==> src/rtl/adc_frame_tx.sv <==
// Frames each 12-bit ADC sample as header, sequence, MSB, LSB, XOR checksum for the UART.
// States: IDLE wait for sample | START pulse st_o | WAIT wait for eot | NEXT load next byte | DONE pulse eof, bump seq
module adc_frame_tx #(
  parameter logic [7:0] HEADER = 8'hA5
) (
  input  logic        clk_i,
  input  logic        rst_i,
  input  logic        eoc_i,
  input  logic [11:0] din_i,
  input  logic        eot_i,
  output logic        st_o,
  output logic [7:0]  d_o,
  output logic        busy_o,
  output logic        eof_o,
  output logic        ovr_o,
  output logic [7:0]  seq_o
);

  typedef enum logic [2:0] {
    S_IDLE,
    S_START,
    S_WAIT,
    S_NEXT,
    S_DONE
  } state_t;

  state_t      r_state;
  state_t      w_state_nxt;
  logic [11:0] r_sample;
  logic [2:0]  r_idx;
  logic [7:0]  r_d;
  logic [7:0]  r_seq;
  logic        r_ovr;
  logic [7:0]  w_b2;
  logic [7:0]  w_b3;
  logic [7:0]  w_byte;

  always_ff @(posedge clk_i) begin
    if (rst_i) r_state <= S_IDLE;
    else       r_state <= w_state_nxt;
  end

  always_comb begin
    w_state_nxt = r_state;
    case (r_state)
      S_IDLE:  if (eoc_i) w_state_nxt = S_START;
      S_START: w_state_nxt = S_WAIT;
      S_WAIT:  if (eot_i) w_state_nxt = (r_idx == 3'd4) ? S_DONE : S_NEXT;
      S_NEXT:  w_state_nxt = S_START;
      S_DONE:  w_state_nxt = S_IDLE;
      default: w_state_nxt = S_IDLE;
    endcase
  end

  // seq_o is stable for the whole frame, so it doubles as the captured sequence number
  assign w_b2 = {4'b0000, r_sample[11:8]};
  assign w_b3 = r_sample[7:0];

  always_comb begin
    w_byte = HEADER ^ r_seq ^ w_b2 ^ w_b3;
    case (r_idx)
      3'd0:    w_byte = HEADER;
      3'd1:    w_byte = r_seq;
      3'd2:    w_byte = w_b2;
      3'd3:    w_byte = w_b3;
      default: w_byte = HEADER ^ r_seq ^ w_b2 ^ w_b3;
    endcase
  end

  always_ff @(posedge clk_i) begin
    if (rst_i) begin
      r_sample <= 12'd0;
      r_idx    <= 3'd0;
      r_d      <= 8'd0;
      r_seq    <= 8'd0;
      r_ovr    <= 1'b0;
    end else begin
      if (eoc_i && (r_state != S_IDLE)) r_ovr <= 1'b1;
      case (r_state)
        S_IDLE: begin
          if (eoc_i) begin
            r_sample <= din_i;
            r_idx    <= 3'd0;
            r_d      <= HEADER;
          end
        end
        S_WAIT: begin
          if (eot_i && (r_idx != 3'd4)) r_idx <= r_idx + 3'd1;
        end
        S_NEXT: r_d   <= w_byte;
        S_DONE: r_seq <= r_seq + 8'd1;
        default: ;
      endcase
    end
  end

  assign st_o   = (r_state == S_START);
  assign d_o    = r_d;
  assign busy_o = (r_state != S_IDLE);
  assign eof_o  = (r_state == S_DONE);
  assign ovr_o  = r_ovr;
  assign seq_o  = r_seq;

endmodule

==> config.mk <==
export PLATFORM = sky130hd
export DESIGN_NAME = adc_frame_tx
export DESIGN_NICKNAME = d
export VERILOG_FILES = /design/src/rtl/adc_frame_tx.sv
export SDC_FILE = /design/constraint.sdc
export NUM_CORES = 1
export LEC_CHECK = 0
export CAP_MARGIN = 30
export CORE_MARGIN = 3
export CORE_UTILIZATION = 48
export CTS_BUF_LIST = sky130_fd_sc_hd__clkbuf_2
export DETAILED_ROUTE_END_ITERATION = 16
export HOLD_SLACK_MARGIN = 0.05
export PLACE_DENSITY = 0.78
export SLEW_MARGIN = 20
export SYNTH_ARGS = -nofsm -noshare
export SYNTH_HDL_FRONTEND = slang
export SYNTH_SLANG_ARGS = --single-unit
==> constraint.sdc <==
create_clock -name clk_i -period 1.78 [get_ports clk_i]
set_input_delay 0.356 -clock clk_i [delete_from_list [all_inputs] [get_ports clk_i]]
set_output_delay 0.356 -clock clk_i [all_outputs]
set_load 0.05 [all_outputs]
=== After elaboration in Yosys (flattened, before gate mapping) ===
Index checks and enable logic that the tools add are counted.

* Bits in registers: 35
* Input port bits: 16

* Add/sub/neg operators: 2
* Equal/unequal tests: 12
* Mux-type cells: 10
* Bitwise operators: 3
* Reductions and logical operators: 11

{| class="wikitable"
|+ Operators with widths
! cell !! number
|-
| 8-bit one-hot mux with 4 select lines || 1
|-
| 8-bit one-hot mux with 2 select lines || 1
|-
| 3-bit two-way mux || 5
|-
| 3-bit by 2-bit equality test with 1-bit output, second input constant || 4
|-
| 3-bit one-hot mux with 4 select lines || 1
|-
| 8-bit by 1-bit adder with 8-bit output, second input constant || 1
|-
| 8-bit two-way mux || 1
|-
| 8-bit by 4-bit XOR with 8-bit output || 1
|-
| 8-bit XOR || 1
|-
| 3-bit by 1-bit equality test with 1-bit output, second input constant || 2
|-
| 3-bit equality test, second input constant || 2
|-
| 3-bit logical NOT || 2
|-
| 2-bit inequality test, second input constant || 3
|-
| 3-bit one-hot mux with 2 select lines || 1
|-
| 2-bit AND reduction || 3
|-
| 4-bit NOT || 1
|-
| 2-bit nonzero test || 2
|-
| 3-bit by 1-bit adder with 3-bit output, second input constant || 1
|-
| 3-bit inequality test, second input constant || 1
|-
| 3-bit AND reduction || 1
|-
| 3-bit nonzero test || 1
|-
| 1-bit logical AND || 2
|}

=== Logic depth before layout (Yosys ltp) ===
Gate-level depths: netlist of the first run.

* Depth after elaboration: 5
* Depth in mapped cells: 7

=== Worst setup path after synthesis of the first run ===
OpenSTA, ideal clock, no wires.

* Kind: flip-flop to flip-flop
* From: register r_state[2]
* To: register r_seq[6], in the netlist seq_o[6]
* Library setup time: 0.070 ns
* Arrival: 1.737 ns
* Setup slack: -0.027 ns
* Stages on the path, launching flop included: 6
* Path buffers: 1
* Clock period less this slack: 1.807 ns
* Cells stage by stage: dfxtp_1 > buf_6 > nor3b_4 > nand4_2 > or3_1 > a21oi_1

* Word-level cells in the longest chain between the ends: 1

{| class="wikitable"
|+ Ends and longest elaborated chain
! item !! line !! source
|-
| from (decl) || 27 || <nowiki>state_t r_state;</nowiki>
|-
| from (signal assigned) || 40 || <nowiki>else r_state <= w_state_nxt;</nowiki>
|-
| 3-bit equality test || - ||
|-
| named net eof_o || 14 || <nowiki>output logic eof_o,</nowiki>
|-
| to (signal assigned) || 91 || <nowiki>S_DONE: r_seq <= r_seq + 8'd1;</nowiki>
|-
| to (decl) || 32 || <nowiki>logic [7:0] r_seq;</nowiki>
|}

The timed path passes the listed nets, and every way through them passes these cells.
A chain may end at the register's enable or synchronous reset.

=== Worst setup path after layout of the first run ===
* From: register r_state[0]
* To: output busy_o

* Word-level cells in the longest chain between the ends: 1

{| class="wikitable"
|+ Ends and longest elaborated chain
! item !! line !! source
|-
| 3-bit nonzero test || 99 || <nowiki>assign busy_o = (r_state != S_IDLE);</nowiki>
|-
| to (decl) || 13 || <nowiki>output logic busy_o,</nowiki>
|}

No other way between the ends.

==> summary.md, run 1 <==
| Metric | Value |
|---|---|
| Post-synthesis mux area share | 0.0232 |
| Synth Instances | around 230 |
| Nets@finish | about 300 |
| Cell Pwr Density | approximately 700 nW/um^2 |
| Most common cell after layout, fill and taps aside | buf_4 |
| Port-buffer cells | 35 |
| GRT overflow | 0 |
| Effective utilization at floorplan | 0.525 |
| Pre-antenna DRT Iters | 4 |
| Synth Area per Inst | a little over 8 sq um |
| Compound-Gate Fraction of Synth Area | 0.218 |
| Worst R2R Setup Slack | approximately 100 ps |
| Outcome | completed |
| Vias in the first global route | between 1500 and 2000 |
| Fill cell count | a little under 300 |
| Crit start category | register |
| Post-DR vias/cell | between 5 and 6 |
| Design Power | roughly 1700 uW |
| Clk Latency, worst-skew pair | about 370 ps |
| Die W | between 60 and 70 microns |
| Die height | a little under 70 microns |
| Synth Area in Adders | 0.0409 |
| Leak Pwr | around 0.001 uW |
| Final WS setup | approximately 21 ps |
| H-tree depth | 2 |
| Pin count of the biggest net entering global routing | 22 |
| IO Count | 36 |
| 1st-iter DRT viols | 96 |
| Total GRT Usage | 0.216 |
| Via Count | 1745 |
| RR Endpoint | d_o[5] |
| CTS tree | yes |
| Root Buffer | clkbuf_2 |
| Fin crit period | between 1500 and 2000 ps |
| Setup-failing EPs final | 0 |
| Die ar. | between 4000 and 5000 sq um |
| Pre-CTS setup slack | -122 ps |
| Ant. Diodes | 0 |
| Setup crit end kind | output port |
| FF+latch count, synth | 35 |
| RSZ-0062 raised after global routing | yes |
| Detailed-route wire length per cell | roughly 14 microns |
| Antenna violations before repair | 0 |
| Row count | 21 |
| Placed cell area | roughly 2300 sq um |
| Worst Tran Pin Value | 373 ps |
| Clk buf depth | 2 |
| Peak supply drop | 568 uV |
| GPL Wtd Cong | 0.889 |
| Mapped Area | about 1800 sq um |
| Crit path kind | reg -> out |
| Slew Limit Fails | 0 |
| Finished Core Util | 0.697 |
| CTS Buf Count | 5 |
| Rel. slew slack | 0.751 |
| Crit path arrival time | ~1400 ps |
| Largest family of logic cells by synthesized area | simple AND/OR/NAND/NOR gates |
| Post-synth EDFFs | 0 |
| Primary FF master, synth | dfxtp_1 |
| Clk slew on worst S/H paths | 170 ps |
| Worst path cell trace | buf_6 > or3_4 > buf_12 |
| Most frequent cells in the layout | buf_4 (36), nand2_1 (31), dfxtp_1 (31), a21oi_1 (27), nor2_1 (16) |
| Hold path startpoint | r_sample[4] |
| Reg-to-reg startpoint | r_state[0] |
| Max Cap Violations | 0 |
| R2R depth | 5 |
| # clock sinks | 35 |
| Post-synthesis simple-gate area fraction | 0.233 |
| CP max-delay cell | dfxtp_4 |
| Critical path's largest stage delay | roughly 380 ps |
| Final Hold Fails | 0 |
| CP max FO | 3 |
| YS warnings | 0 |
| Hold Path Class | reg -> reg |
| Sequential area share after synthesis | 0.382 |
| Synth Area in XOR/XNOR | 0.0525 |
| Clock Skew | just over 7 ps |
| Routed wire length | 4400 microns |
| FFs w/ async S/R, synth | 0 |
| Core area | around 3500 sq um |
| Top cell type by total area after synthesis | dfxtp_1 |
| Fmax | 568 MHz |
| Min-Delay Path Depth | 2 |
| Net Count, Synth | about 250 |
| Area growth from synthesis to layout | 32.9% |
| Period utilization | 0.988 |
| Post-route ant nets | 0 |
| Drc violations | 0 |
| Synth area leaders | dfxtp_1 (38%), a21oi_1 (7.4%), nand2_1 (6.3%) |
| Yosys cell types | 46 |
| Top cell type's share of synthesized area | 0.382 |
| Share of layout cells above drive strength 1 | 0.229 |
| Post-route cell area | between 2000 and 2500 sq um |
| First-pass GRT wire length | ~7500 microns |
| DP HPWL | 3350 microns |
| CP required | ~1400 ps |
| Hold Path End | r_sample[4] |
## repair_timing
item / CTS / global route
endpoints found under the setup margin: 3 / 6
pin swaps: 1 / 1
resized for setup: 10 / 4
hold endpoints to repair: 0 / 0
setup buffers: 2 / 0
hold buffers: 0 / 0
## cells in the mapped netlist, types with 2 or more instances
cell and count:
ha_1 6, clkbuf_1 10, xnor2_1 6, mux2_2 2, xor2_1 5, or3_1 2
a211oi_1 2, nand2b_1 5, buf_2 4, nand3b_1 2, nor2_1 16, nand3_1 4
o21ai_0 13, nor2b_1 8, and2_1 4, a21o_1 4, inv_1 6, dfxtp_1 35
a21oi_1 27, mux2i_1 2, a22oi_1 4, nand2_1 31, nor3_1 2, nand4_1 2
and3_1 2
## per-stage QoR
stage / hold WS (ps) / std cells / TNS (ps)
3_5_place_dp: 466 / 311 / -1280
5_1_grt: 478 / 321 / -53.2
4_1_cts: 490 / 321 / 0
6_report: 488 / 321 / 0
2_1_floorplan: 445 / 225 / -26.9
3_3_place_gp: 458 / 311 / -851
## sequential cells by signal, summed over array words and instances, names as in the netlist
signal / count
r_state: 3
d_o: 8
r_idx: 3
r_sample: 12
ovr_o: 1
seq_o: 8
## critical path, delay by kind of cell (launching register included)
kind	cells	cell delay (ps)
flip-flops	1	380
AND/OR/NAND/NOR	1	380
buffers and inverters	2	280
## power by group
group	internal, uW	total, uW	switching [uW]
logic	180	378	198
clock network	231	493	262
registers	822	858	35.5
total	1230	1730	496
## kinds of logic after synthesis
logic type | after synthesis
compound gates | 65
xor+xnor | 11
fa+ha+maj | 6
buf+inv | 21
flops | 35
mux | 4
simple gates | 83
## per-layer routing
metal	track usage	vias to the layer above	wire length (microns)
li1	-	877	-
met1	0.290	805	2020
met2	0.345	56	2040
met3	0.0443	7	292
met4	0.0695	0	46
met5	0	-	0
## how the worst max path moves through the flow
stage          cells past startpoint  startpoint  slack [ps]       end
3_5_place_dp                       5       eoc_i        -120    d_o[5]
5_1_grt                            3  r_state[0]         -30    busy_o
4_1_cts                            3  r_state[0]           7    busy_o
2_1_floorplan                      5  r_state[2]         -30  seq_o[6]
6_report                           3  r_state[0]          20    busy_o
3_3_place_gp                       5       eoc_i        -100    d_o[5]
## final cells by class
class | count | area, sq um | area share
clock buffer | 5 | 25.0 | 0.0103
tap | 46 | 57.6 | 0.0236
sequential | 35 | 713 | 0.293
inverter | 6 | 22.5 | 0.00924
timing repair buffer | 57 | 523 | 0.215
multi-input combinational | 169 | 1060 | 0.434
clock inverter | 3 | 38.8 | 0.0159
Power figures use the tool's default switching activity.
==> run 2, diff against run 1 <==
Settings changed: CTS_CLUSTER_DIAMETER set to 100, HOLD_SLACK_MARGIN 0.05 to unset.
==> results of run 2 <==
The final DEF is identical to that of run 1; final timing and power are the same.
